### src/rtl/rv32im_pc_ctrl_if.sv
// Instruction-memory request channel between the PC sequencer (master) and memory (slave).
// Handshake: a request is accepted in any cycle where imem_req_o and imem_gnt_i are both high;
// imem_rvalid_i returns exactly one response per accepted request, no earlier than the next cycle.
interface rv32im_pc_ctrl_if #(
   parameter int API_ADDR_WIDTH = 32
);
   logic                      imem_req_o;
   logic [API_ADDR_WIDTH-1:0] imem_addr_o;
   logic                      imem_gnt_i;
   logic                      imem_rvalid_i;

   modport master (
      output imem_req_o,
      output imem_addr_o,
      input  imem_gnt_i,
      input  imem_rvalid_i
   );

   modport slave (
      input  imem_req_o,
      input  imem_addr_o,
      output imem_gnt_i,
      output imem_rvalid_i
   );
endinterface

### src/rtl/rv32im_pc_ctrl.sv
// Front-end PC sequencer: one outstanding fetch, branch redirect with wrong-path squash,
// and misaligned-target reporting.
module rv32im_pc_ctrl #(
   parameter int                        API_ADDR_WIDTH = 32,
   parameter logic [API_ADDR_WIDTH-1:0] RESET_VECTOR   = '0
) (
   input  logic                      clk_i,
   input  logic                      rst_i,
   input  logic                      stall_i,
   input  logic                      br_valid_i,
   input  logic                      br_taken_i,
   input  logic [API_ADDR_WIDTH-1:0] br_pc_i,
   rv32im_pc_ctrl_if.master          imem,
   output logic                      if_valid_o,
   output logic [API_ADDR_WIDTH-1:0] if_pc_o,
   output logic                      flush_o,
   output logic                      misalign_o,
   output logic [1:0]                state_o
);

   localparam logic [1:0] ST_BOOT  = 2'd0;
   localparam logic [1:0] ST_FETCH = 2'd1;
   localparam logic [1:0] ST_WAIT  = 2'd2;
   localparam logic [1:0] ST_DRAIN = 2'd3;

   logic [1:0]                state_q, state_d;
   logic [API_ADDR_WIDTH-1:0] pc_q, pc_d;
   logic [API_ADDR_WIDTH-1:0] req_pc_q, req_pc_d;
   logic                      if_valid_q, if_valid_d;
   logic [API_ADDR_WIDTH-1:0] if_pc_q, if_pc_d;
   logic                      flush_q, flush_d;
   logic                      misalign_q, misalign_d;

   logic br_hit, redirect, misalign, req, accept, resp;

   assign br_hit   = br_valid_i & br_taken_i;
   assign redirect = br_hit & (br_pc_i[1:0] == 2'b00);
   assign misalign = br_hit & (br_pc_i[1:0] != 2'b00);
   // A held instruction with stall low is consumed this cycle, so only stall gates the
   // request; this lets the next fetch overlap delivery (one instruction per two cycles).
   assign req      = (state_q == ST_FETCH) & ~stall_i;
   assign accept   = req & imem.imem_gnt_i;
   assign resp     = imem.imem_rvalid_i;

   always_comb begin
      state_d    = state_q;
      pc_d       = pc_q;
      req_pc_d   = req_pc_q;
      if_pc_d    = if_pc_q;
      if_valid_d = if_valid_q & stall_i;
      flush_d    = redirect;
      misalign_d = misalign;

      case (state_q)
         ST_BOOT: state_d = ST_FETCH;
         ST_FETCH: begin
            if (accept) begin
               req_pc_d = pc_q;
               pc_d     = pc_q + API_ADDR_WIDTH'(4);
               state_d  = ST_WAIT;
            end
         end
         ST_WAIT: begin
            if (resp) begin
               state_d = ST_FETCH;
               if (!redirect) begin
                  if_valid_d = 1'b1;
                  if_pc_d    = req_pc_q;
               end
            end
         end
         ST_DRAIN: begin
            if (resp) state_d = ST_FETCH;
         end
         default: state_d = ST_BOOT;
      endcase

      // Redirect: anything still in flight for the old path must be drained before refetching.
      if (redirect) begin
         pc_d       = br_pc_i;
         if_valid_d = 1'b0;
         if ((state_q == ST_WAIT || state_q == ST_DRAIN) && !resp)
            state_d = ST_DRAIN;
         else if (state_q == ST_FETCH && accept)
            state_d = ST_DRAIN;
         else
            state_d = ST_FETCH;
      end
   end

   always_ff @(posedge clk_i) begin
      if (rst_i) begin
         state_q    <= ST_BOOT;
         pc_q       <= RESET_VECTOR;
         req_pc_q   <= RESET_VECTOR;
         if_valid_q <= 1'b0;
         if_pc_q    <= RESET_VECTOR;
         flush_q    <= 1'b0;
         misalign_q <= 1'b0;
      end else begin
         state_q    <= state_d;
         pc_q       <= pc_d;
         req_pc_q   <= req_pc_d;
         if_valid_q <= if_valid_d;
         if_pc_q    <= if_pc_d;
         flush_q    <= flush_d;
         misalign_q <= misalign_d;
      end
   end

   assign imem.imem_req_o  = req;
   assign imem.imem_addr_o = pc_q;
   assign if_valid_o       = if_valid_q;
   assign if_pc_o          = if_pc_q;
   assign flush_o          = flush_q;
   assign misalign_o       = misalign_q;
   assign state_o          = state_q;

endmodule
### src/flat_wrapper.sv
// flat-port wrapper written by rule: the top's interface ports become plain ports
module rv32im_pc_ctrl_flat 
#(
   parameter int                        API_ADDR_WIDTH = 32,
   parameter logic [API_ADDR_WIDTH-1:0] RESET_VECTOR   = '0
)
  (clk_i, rst_i, stall_i, br_valid_i, br_taken_i, br_pc_i, if_valid_o, if_pc_o, flush_o, misalign_o, state_o, imem_imem_req_o, imem_imem_addr_o, imem_imem_gnt_i, imem_imem_rvalid_i);
  rv32im_pc_ctrl_if #(.API_ADDR_WIDTH(API_ADDR_WIDTH)) imem_i ();
  input  logic clk_i;
  input  logic rst_i;
  input  logic stall_i;
  input  logic br_valid_i;
  input  logic br_taken_i;
  input  logic [API_ADDR_WIDTH-1:0] br_pc_i;
  output logic if_valid_o;
  output logic [API_ADDR_WIDTH-1:0] if_pc_o;
  output logic flush_o;
  output logic misalign_o;
  output logic [1:0] state_o;
  output wire logic [$bits(imem_i.imem_req_o)-1:0] imem_imem_req_o;
  output wire logic [$bits(imem_i.imem_addr_o)-1:0] imem_imem_addr_o;
  input wire logic [$bits(imem_i.imem_gnt_i)-1:0] imem_imem_gnt_i;
  input wire logic [$bits(imem_i.imem_rvalid_i)-1:0] imem_imem_rvalid_i;
  assign imem_imem_req_o = imem_i.imem_req_o;
  assign imem_imem_addr_o = imem_i.imem_addr_o;
  assign imem_i.imem_gnt_i = imem_imem_gnt_i;
  assign imem_i.imem_rvalid_i = imem_imem_rvalid_i;
  rv32im_pc_ctrl #(.API_ADDR_WIDTH(API_ADDR_WIDTH), .RESET_VECTOR(RESET_VECTOR)) u_core (.clk_i(clk_i), .rst_i(rst_i), .stall_i(stall_i), .br_valid_i(br_valid_i), .br_taken_i(br_taken_i), .br_pc_i(br_pc_i), .imem(imem_i), .if_valid_o(if_valid_o), .if_pc_o(if_pc_o), .flush_o(flush_o), .misalign_o(misalign_o), .state_o(state_o));
endmodule
### config.mk
export PLATFORM = sky130hd
export DESIGN_NAME = rv32im_pc_ctrl_flat
export DESIGN_NICKNAME = d
export VERILOG_FILES = /design/src/rtl/rv32im_pc_ctrl_if.sv /design/src/rtl/rv32im_pc_ctrl.sv /design/src/flat_wrapper.sv
export SDC_FILE = /design/constraint.sdc
export NUM_CORES = 1
export LEC_CHECK = 0
export ABC_CLOCK_PERIOD_IN_PS = 3700
export BUFFER_PORTS_ARGS = -buffer_cell sky130_fd_sc_hd__buf_2
export CAP_MARGIN = 20
export CELL_PAD_IN_SITES_DETAIL_PLACEMENT = 0
export CELL_PAD_IN_SITES_GLOBAL_PLACEMENT = 2
export CORE_UTILIZATION = 32
export DETAILED_ROUTE_END_ITERATION = 8
export PLACE_DENSITY_LB_ADDON = 0.1
export SLEW_MARGIN = 10
export SYNTH_ARGS = -nofsm -noshare
export SYNTH_HDL_FRONTEND = slang
export SYNTH_SLANG_ARGS = --single-unit
### constraint.sdc
create_clock -name clk_i -period 3.7 [get_ports clk_i]
set_input_delay 0.185 -clock clk_i [delete_from_list [all_inputs] [get_ports clk_i]]
set_output_delay 0.185 -clock clk_i [all_outputs]
set_load 0.005 [all_outputs]
# --- Word-level counts from Yosys, hierarchy flattened ---
# Cells that the tools add are included.
totals:
  ff_bits: 101
  latch_bits: 0
  mem_bits_rw: 0
  mem_bits_ro: 0
  in_bits: 39
  out_inout_bits: 70
  wordCells: 47
  n_memories: 0
op_classes:
  add_sub_neg: 1
  mul: 0
  div: 0
  order_cmp: 0
  eq_ne: 5
  n_shift: 0
  muxes: 11
  bitwise: 8
  n_reduce_logical: 15
op_table:
  columns: ["operator", "n"]
  rows:
  - ["32-bit 2-to-1 mux", 3]
  - ["32-bit by 3-bit adder with 32-bit output (second input constant)", 1]
  - ["2-bit 2-to-1 mux", 5]
  - ["1-bit bitwise AND", 6]
  - ["3-bit by 1-bit != test with 1-bit output (second input constant)", 2]
  - ["2-bit case mux with 3 select lines", 1]
  - ["2-bit AND reduction", 3]
  - ["2-bit nonzero test", 3]
  - ["2-bit equality test (second input constant)", 2]
  - ["2-bit zero test", 2]
  - ["2-bit OR reduction", 2]
  - ["3-bit AND reduction", 1]
  - ["2-bit by 1-bit equality test with 1-bit output (second input constant)", 1]
  - ["1-bit logical AND", 2]
  - ["1-bit 2-to-1 mux", 2]
  - ["1-bit NOT", 2]
  - ["1-bit zero test", 1]
  - ["1-bit logical OR", 1]

# --- Longest topological paths before layout ---
# Gate-level depths: netlist of run 1.
depth:
  ltp_word: 7
  depth_mapped: 7
  ltp_nobuf: 5

# --- Worst setup path after synthesis of run 1 ---
# No wires, ideal clock.
synth_path:
  path_type: "reg2reg"
  startpoint: "register u_core.state_q[1] (netlist: u_core.state_o[1])"
  endpoint: "register u_core.pc_q[13] (netlist: u_core.imem.imem_addr_o[13])"
  setup_time_ps: 86
  arrival_ps: 1518
  required_ps: 3614
  slack_ps: 2097
  stages_incl_launch_ff: 8
  n_path_buf: 2
  synth_period_minus_slack_ps: 1603
  path_cell_list: "dfxtp_1 > and4bb_1 > buf_4 > and4_1 > buf_2 > nand4_1 > xor2_1 > a211oi_1"
synth_via:
  elab_chain_cells: 5
  word_cells_on_any_way: 6
  classes_between: "1 x eq/ne; 2 x bitwise; 3 x reduce/logical"
synth_lines:
  columns: ["item", "line", "rtl"]
  rows:
  - ["start: declaration", "rv32im_pc_ctrl.sv:26", "logic [1:0] state_q, state_d;"]
  - ["start signal: assignment", "rv32im_pc_ctrl.sv:101", "state_q <= state_d;"]
  - ["2-bit by 1-bit equality test with 1-bit output *", "rv32im_pc_ctrl.sv:41, rv32im_pc_ctrl.sv:54", null]
  - ["1-bit bitwise AND", "rv32im_pc_ctrl.sv:41", "assign req = (state_q == ST_FETCH) & ~stall_i;"]
  - ["1-bit bitwise AND", "rv32im_pc_ctrl.sv:42", "assign accept = req & imem.imem_gnt_i;"]
  - ["2-bit nonzero test (no line)", null, null]
  - ["2-bit AND reduction (no line) *", null, null]
  - ["end signal: assignment", "rv32im_pc_ctrl.sv:102", "pc_q <= pc_d;"]
  - ["end: declaration", "rv32im_pc_ctrl.sv:27", "logic [API_ADDR_WIDTH-1:0] pc_q, pc_d;"]
# Every way passes the cells marked *; elsewhere a longest branch is shown, timed or not.
# A chain may end at the register's enable or synchronous reset.

# --- Final worst setup path of run 1 ---
layout_path:
  startpoint: "register u_core.state_q[1] (netlist: u_core.state_o[1])"
  endpoint: "register u_core.pc_q[25] (netlist: u_core.imem.imem_addr_o[25])"
# The elaborated chain is that of the path after synthesis.

==> flow_metrics.py, run 1 <==
metrics = {
    "run_status": {
        "status": "complete, no violations",
    },
    "worst_setup_path": {
        "worst_path_max_delay_cell": "and4bb_2",
        "r2r_cells": 5,
        "critPathMaxFanout": 28,
        "worstPathCellList": "and4bb_2 -> and4_1 -> nand4_1 -> xor2_1 -> a211oi_1",
        "reg2reg_from": "u_core.state_o[1]",
        "crit_family": "simple AND/OR/NAND/NOR gates",
        "critical_path_class": "reg -> reg",
        "reg2reg_to": "u_core.imem.imem_addr_o[25]",
        "worst_setup_path_start_kind": "flop",
        "reg2reg_slack_ns": 1.43,
        "cp_data_required_time_ns": 3.95,
        "max_stage_delay_ns": 0.74,
        "worst-path-buf-inv": 0,
        "cp.arrival_ns": 2.52,
        "cp-end-kind": "flop",
    },
    "clocking": {
        "clock-sinks": 101,
        "postCtsHoldBufs": 0,
        "clk_path_buf_depth": 2,
        "htreeDepth": 3,
        "cts_buffers": 9,
        "clk_pin_slew_ns": 0.06,
        "cts_tree": "built",
        "clockRootBuffer": "clkbuf_16",
        "clock_latency_ns": 0.34,
        "ctsResizeCount": 0,
        "cts_setup_buffers": 0,
    },
    "place": {
        "io_buffers": 108,
        "placed_cell_area_um2": 4762,
        "gp_congestion": 0.7264,
        "post-place-cells": 755,
        "hpwlAfterDp_um": 7817,
    },
    "timing": {
        "relSlewSlack_pct": 54.48,
        "achievable-frequency_mhz": 440.7,
        "worst_pin_slew_ns": 0.6828,
        "hold_viol": 0,
        "setup_viol": 0,
        "slew_viol_final": 0,
        "finClkSkew_ns": 0.007024,
        "rsz0062_at_grt": "no",
        "setup_tns_ns": 0,
        "fin_crit_ns": 2.269,
        "period_share_pct": 61.33,
    },
    "power_and_ir_drop": {
        "power.density_nw_per_um2": 453.2,
        "p_comb_share_pct": 5.0,
        "switching_share_pct": 21.63,
        "pwr-share-clk_pct": 46.1,
        "seqPwrFrac_pct": 49.0,
        "p_sw_mw": 0.4992,
        "internal_power_mw": 1.809,
        "power_leakage_nw": 1.965,
        "ir_drop_v": 0.0002141,
    },
    "logic_synthesis": {
        "synth_xor_area_share_pct": 5.122,
        "synthCells": 504,
        "syn_area_per_cell_um2": 8.143,
        "synth_fa_ha_area_share_pct": 0.3049,
        "synth_top_area_share_pct": 49.27,
        "syn-num-nets": 544,
        "yosysWarnings": 0,
        "ys_top_cells_by_area": "dfxtp_1, nand2_1, a21oi_1, a211oi_1, xor2_1",
        "synth.distinct_cells": 40,
        "synth_top_family_by_area": "simple AND/OR/NAND/NOR gates",
        "synth_seq_cells": 101,
        "yosys.area_share.simple_pct": 26.68,
        "synthMuxAreaShare_pct": 0.2439,
        "synth.yosys.seq_area_share_pct": 49.27,
        "netlist_area_um2": 4104,
        "synth_compound_area_share_pct": 14.57,
        "synth_top_cell_by_area": "dfxtp_1",
    },
    "worst_hold_path": {
        "worstHoldPathType": "in -> reg",
        "holdPathStages": 3,
        "hp-start": "br_pc_i[28]",
        "whs_endpoint": "u_core.imem.imem_addr_o[28]",
    },
    "global_route": {
        "overflow": 0,
        "antenna_found_initial": 0,
        "grt_pass1_vias": 3437,
        "grt_max_degree": 64,
        "grt_use_total_pct": 18.01,
        "grt_pass1_wl_um": 18390,
    },
    "drt": {
        "ant_nets": 0,
        "drc": 0,
        "viasPerCell": 4.814,
        "first_iter_violations": 200,
        "vias": 3707,
        "dr.pass1.iters": 4,
        "wl_per_cell_um": 14.93,
        "finalWirelength_um": 11500,
    },
    "floorplan": {
        "die_area_um2": 13280,
        "die_x_um": 115.2,
        "rows": 41,
        "start_util_pct": 32.65,
        "ios": 109,
        "die_height_um": 115.2,
        "fp.coreArea_um2": 12570,
    },
    "cells_and_area": {
        "layout_commonest_cell": "nand2_1",
        "layout_common_cells": "nand2_1, buf_2, dfxtp_1, a21oi_1, nor2_1",
        "layout.nets": 634,
        "drive_gt1_share_pct": 23.24,
        "finalInstanceArea_um2": 5092,
        "nFillCells": 1356,
        "antennaDiodeCount": 0,
        "layoutNonFillerInstCount": 770,
        "syn_to_final_growth_pct": 24.09,
        "fin_util_pct": 40.52,
    },
    "run": {
        "maxCapViolCount": 0,
    },
}
registers in the layout, indices dropped and copies added (netlist names):
name / flops
u_core.imem.imem_addr_o: 32
u_core.flush_o: 1
u_core.req_pc_q: 32
u_core.if_valid_o: 1
u_core.state_o: 2
u_core.misalign_o: 1
u_core.if_pc_o: 32
how the worst max path moves through the flow:
stage                            from                          end  cells past startpoint
global route        u_core.state_o[1]  u_core.imem.imem_addr_o[25]                      5
finish              u_core.state_o[1]  u_core.imem.imem_addr_o[25]                      5
detailed placement  u_core.state_o[1]  u_core.imem.imem_addr_o[25]                      5
floorplan           u_core.state_o[1]  u_core.imem.imem_addr_o[13]                      7
CTS                 u_core.state_o[1]  u_core.imem.imem_addr_o[25]                      5
global placement    u_core.state_o[1]  u_core.imem.imem_addr_o[25]                      5
power groups by stage:
stage	clock network, mW	registers, mW	logic, mW
after floorplan	0	1.15	0.0602
after global placement	0	1.15	0.115
after detailed placement	0	1.16	0.115
after CTS	1.08	1.13	0.116
after global routing	1.13	1.13	0.128
final	1.06	1.13	0.114
synthesized netlist by cell type, drive strengths merged:
library cell,instances
a21o,1
and3,4
o21ai,8
inv,1
nand2,147
nor3b,1
o32ai,1
nand2b,4
nand4,9
mux2i,1
nand3b,1
nand3,13
and2,5
nor2,31
dfxtp,101
a311oi,5
nor3,8
or3,4
clkbuf,23
and4bb,1
and4,7
xnor2,9
xor2,15
nand4bb,1
a21oi,67
a211oi,21
nor4,2
ha,1
buf,12
kinds of logic (layout without fill, tap and decap cells):
| family | Yosys count | count (layout) |
|---|---|---|
| AO/OA/AOI/OAI | 103 | 103 |
| XOR/XNOR | 24 | 24 |
| adder cells (fa/ha/maj) | 1 | 1 |
| buffers and inverters | 36 | 130 |
| flip-flops | 101 | 101 |
| multiplexers | 1 | 1 |
| AND/OR/NAND/NOR | 238 | 238 |
routing by layer:
layer	vias to the layer above	routed length [µm]	track usage, %
met4	0	122	5.974
met2	92	4667	25.82
met3	9	503	2.688
met1	1709	6201	27.21
met5	-	0	0
li1	1897	-	-
cell type report:
type	count	area [µm²]	area share (%)
multi-input combinational	367	1933	37.96
clock buffer	11	232.7	4.570
timing repair buffer	114	588.1	11.55
clock inverter	4	97.59	1.916
tap	172	215.2	4.226
sequential	101	2022	39.71
inverter	1	3.754	0.07371
worst register-to-register path: stages, from the launching register on:
cell and delay (ns):
dfxtp_1 0.36, and4bb_2 0.74, and4_1 0.54, nand4_1 0.16, xor2_1 0.16, a211oi_1 0.23
per-stage QoR:
step                      hold slack (ns)  worst slack (ns)  total power, mW
after floorplan                    0.2936             2.097            1.208
after global placement             0.4114             1.491            1.270
after detailed placement           0.4174             1.426            1.271
after CTS                         0.06661             1.415            2.331
after global routing               0.1030             1.198            2.389
final                             0.07463             1.431            2.308
Power figures use the tool's default switching activity.
==> run 2, diff against run 1 <==
- ABC_AREA: default -> 1
- ABC_CLOCK_PERIOD_IN_PS: 3700 -> 2050
- CORE_UTILIZATION: 32 -> 26
- clock period: 3.7 -> 2.05 ns (I/O delays scaled with it)
==> flow_metrics.py, run 2 <==
metrics = {
    "run_status": {
        "status": "complete, no violations",
    },
    "place": {
        "hpwlAfterDp_um": 11220,
        "placed_cell_area_um2": 5279,
        "post-place-cells": 963,
        "io_buffers": 108,
        "gp_congestion": 0.8431,
        "place_ws_ns": 0.2586,
    },
    "clocking": {
        "htreeDepth": 3,
        "ctsResizeCount": 0,
        "clockRootBuffer": "clkbuf_16",
        "clock-sinks": 101,
        "clk_pin_slew_ns": 0.07,
        "cts_buffers": 9,
        "clk_path_buf_depth": 2,
        "cts_tree": "built",
        "clock_latency_ns": 0.35,
        "cts_setup_buffers": 0,
    },
    "cells_and_area": {
        "finalInstanceArea_um2": 5685,
        "layout.nets": 805,
        "drive_gt1_share_pct": 20.26,
        "layoutNonFillerInstCount": 990,
        "layout_common_cells": "nor2_1, nand2_1, buf_2, dfxtp_1, o21ai_0",
        "antennaDiodeCount": 0,
        "layout_commonest_cell": "nor2_1",
        "syn_to_final_growth_pct": 26.50,
        "nFillCells": 1873,
    },
    "global_route": {
        "grt_pass1_wl_um": 23510,
        "antenna_found_initial": 0,
        "grt_use_total_pct": 17.40,
        "grt_pass1_vias": 4135,
        "grt_max_degree": 47,
        "overflow": 0,
    },
    "drt": {
        "met1_length_um": 7901,
        "ant_nets": 0,
        "drc": 0,
        "wl_met2_um": 6376,
        "dr.pass1.iters": 5,
        "met3_length_um": 501,
        "top_layer": "met4",
        "viasPerCell": 4.546,
        "vias": 4501,
        "finalWirelength_um": 14970,
        "wl_per_cell_um": 15.12,
        "first_iter_violations": 304,
    },
    "worst_hold_path": {
        "holdPathStages": 3,
        "worstHoldPathType": "in -> reg",
    },
    "power_and_ir_drop": {
        "power_leakage_nw": 2.320,
        "ir_drop_v": 0.0004221,
        "power.density_nw_per_um2": 731.8,
    },
    "worst_setup_path": {
        "crit_start": "u_core.imem.imem_addr_o[3]",
        "cp_data_required_time_ns": 2.28,
        "reg2reg_to": "u_core.imem.imem_addr_o[26]",
        "worst_setup_path_start_kind": "flop",
        "reg2reg_from": "u_core.imem.imem_addr_o[3]",
        "reg2reg_slack_ns": 0.23,
        "cp.arrival_ns": 2.06,
        "r2r_cells": 10,
        "endpoint": "u_core.imem.imem_addr_o[26]",
        "cp-end-kind": "flop",
        "critPathMaxFanout": 6,
        "critical_path_class": "reg -> reg",
    },
    "logic_synthesis": {
        "synth_edf_count": 0,
        "synth.distinct_cells": 26,
        "synth_top_cell_by_area": "dfxtp_1",
        "syn-num-nets": 688,
        "synth_most_common_cell": "nor2_1",
        "ys.flop_type": "dfxtp_1",
        "synth.yosys.seq_area_share_pct": 44.99,
        "syn_area_per_cell_um2": 6.936,
        "synthCells": 648,
        "synthArstFlopShare_pct": 0,
        "synth_common_cells": "nor2_1, nand2_1, dfxtp_1",
        "netlist_area_um2": 4494,
        "yosysWarnings": 0,
        "synth_top_area_share_pct": 44.99,
        "ys_top_cells_by_area": "dfxtp_1, nor2_1, nand2_1, o21ai_0, a21oi_1",
        "synth_seq_cells": 101,
    },
    "floorplan": {
        "die_area_um2": 17820,
        "ios": 109,
        "start_util_pct": 26.91,
        "die_height_um": 133.5,
        "die_x_um": 133.5,
        "fp.coreArea_um2": 16700,
        "rows": 47,
    },
    "timing": {
        "slew_viol_final": 0,
        "relSlewSlack_pct": 59.70,
        "hold_viol": 0,
        "worst_pin_slew_ns": 0.6039,
        "fin_ws_ns": 0.2262,
        "rsz0062_at_grt": "no",
        "period_share_pct": 88.97,
        "achievable-frequency_mhz": 548.3,
        "finClkSkew_ns": 0.008227,
        "fin_crit_ns": 1.824,
        "setup_tns_ns": 0,
        "setup_viol": 0,
    },
    "run": {
        "maxCapViolCount": 0,
    },
}
run 2: timing repair:
action / 4_1_cts / 5_1_grt
setup endpoints to repair: 0 / 1
hold endpoints to repair: 10 / 0
hold buffers: 10 / 0
run 2: layout make-up:
cell class / instances / area (µm²) / area share, %
multi-input cells: 467 / 2128 / 37.43
clock inverters: 6 / 71.32 / 1.254
repair buffers: 135 / 768.2 / 13.51
inverters: 51 / 191.4 / 3.367
flip-flops and latches: 101 / 2022 / 35.56
clock buffers: 10 / 229.0 / 4.027
well taps: 220 / 275.3 / 4.842
run 2: critical path, stage by stage (launching register included):
cell	delay (ns)
dfxtp_1	0.43
ha_1	0.22
nand2_1	0.08
nor2_1	0.22
nand2_1	0.18
nor2_2	0.27
nand2_1	0.08
nand2_1	0.06
nand3_1	0.06
nand2_1	0.06
a21oi_1	0.06
run 2: logic make-up after synthesis:
family / after synthesis / share of synthesized area (%)
AOI/OAI and AO/OA: 143 / 16.82
adders and majority gates: 1 / 0.2784
buffers and inverters: 81 / 7.795
DFF: 101 / 44.99
and+or+nand+nor: 322 / 30.12
run 2: stage by stage:
stage / util [%] / hold WS [ns] / power [mW]
final: 34.04 / 0.004381 / 4.161
after global routing: 34.04 / 0.01448 / 4.363
after CTS: 34.01 / 0.006049 / 4.227
after detailed placement: 31.61 / 0.3085 / 2.429
after global placement: 31.61 / 0.3059 / 2.428
after floorplan: - / 0.1719 / 2.285
run 2: worst min path at each step:
stage	start	end	slack, ns
2_1_floorplan	rst_i	u_core.imem.imem_addr_o[3]	0.17
3_3_place_gp	rst_i	u_core.misalign_o	0.31
3_5_place_dp	br_pc_i[7]	u_core.imem.imem_addr_o[7]	0.31
4_1_cts	br_pc_i[15]	u_core.imem.imem_addr_o[15]	0.006
5_1_grt	br_pc_i[17]	u_core.imem.imem_addr_o[17]	0.01
6_report	br_pc_i[15]	u_core.imem.imem_addr_o[15]	0.004
run 2: metal layers:
| layer | global-route usage [%] | vias up |
|---|---|---|
| met4 | 5.934 | 0 |
| met3 | 2.740 | 11 |
| li1 | - | 2349 |
| met2 | 25.17 | 95 |
| met5 | 0 | - |
| met1 | 25.87 | 2046 |
run 2: report_power, final:
| group | switching, mW | internal [mW] | total (mW) | leakage (nW) |
|---|---|---|---|---|
| Sequential | 0.0440 | 2.02 | 2.07 | 0.818 |
| Clock | 0.803 | 0.961 | 1.76 | 0.145 |
| Combinational | 0.198 | 0.132 | 0.330 | 1.36 |
| Total | 1.04 | 3.12 | 4.16 | 2.32 |
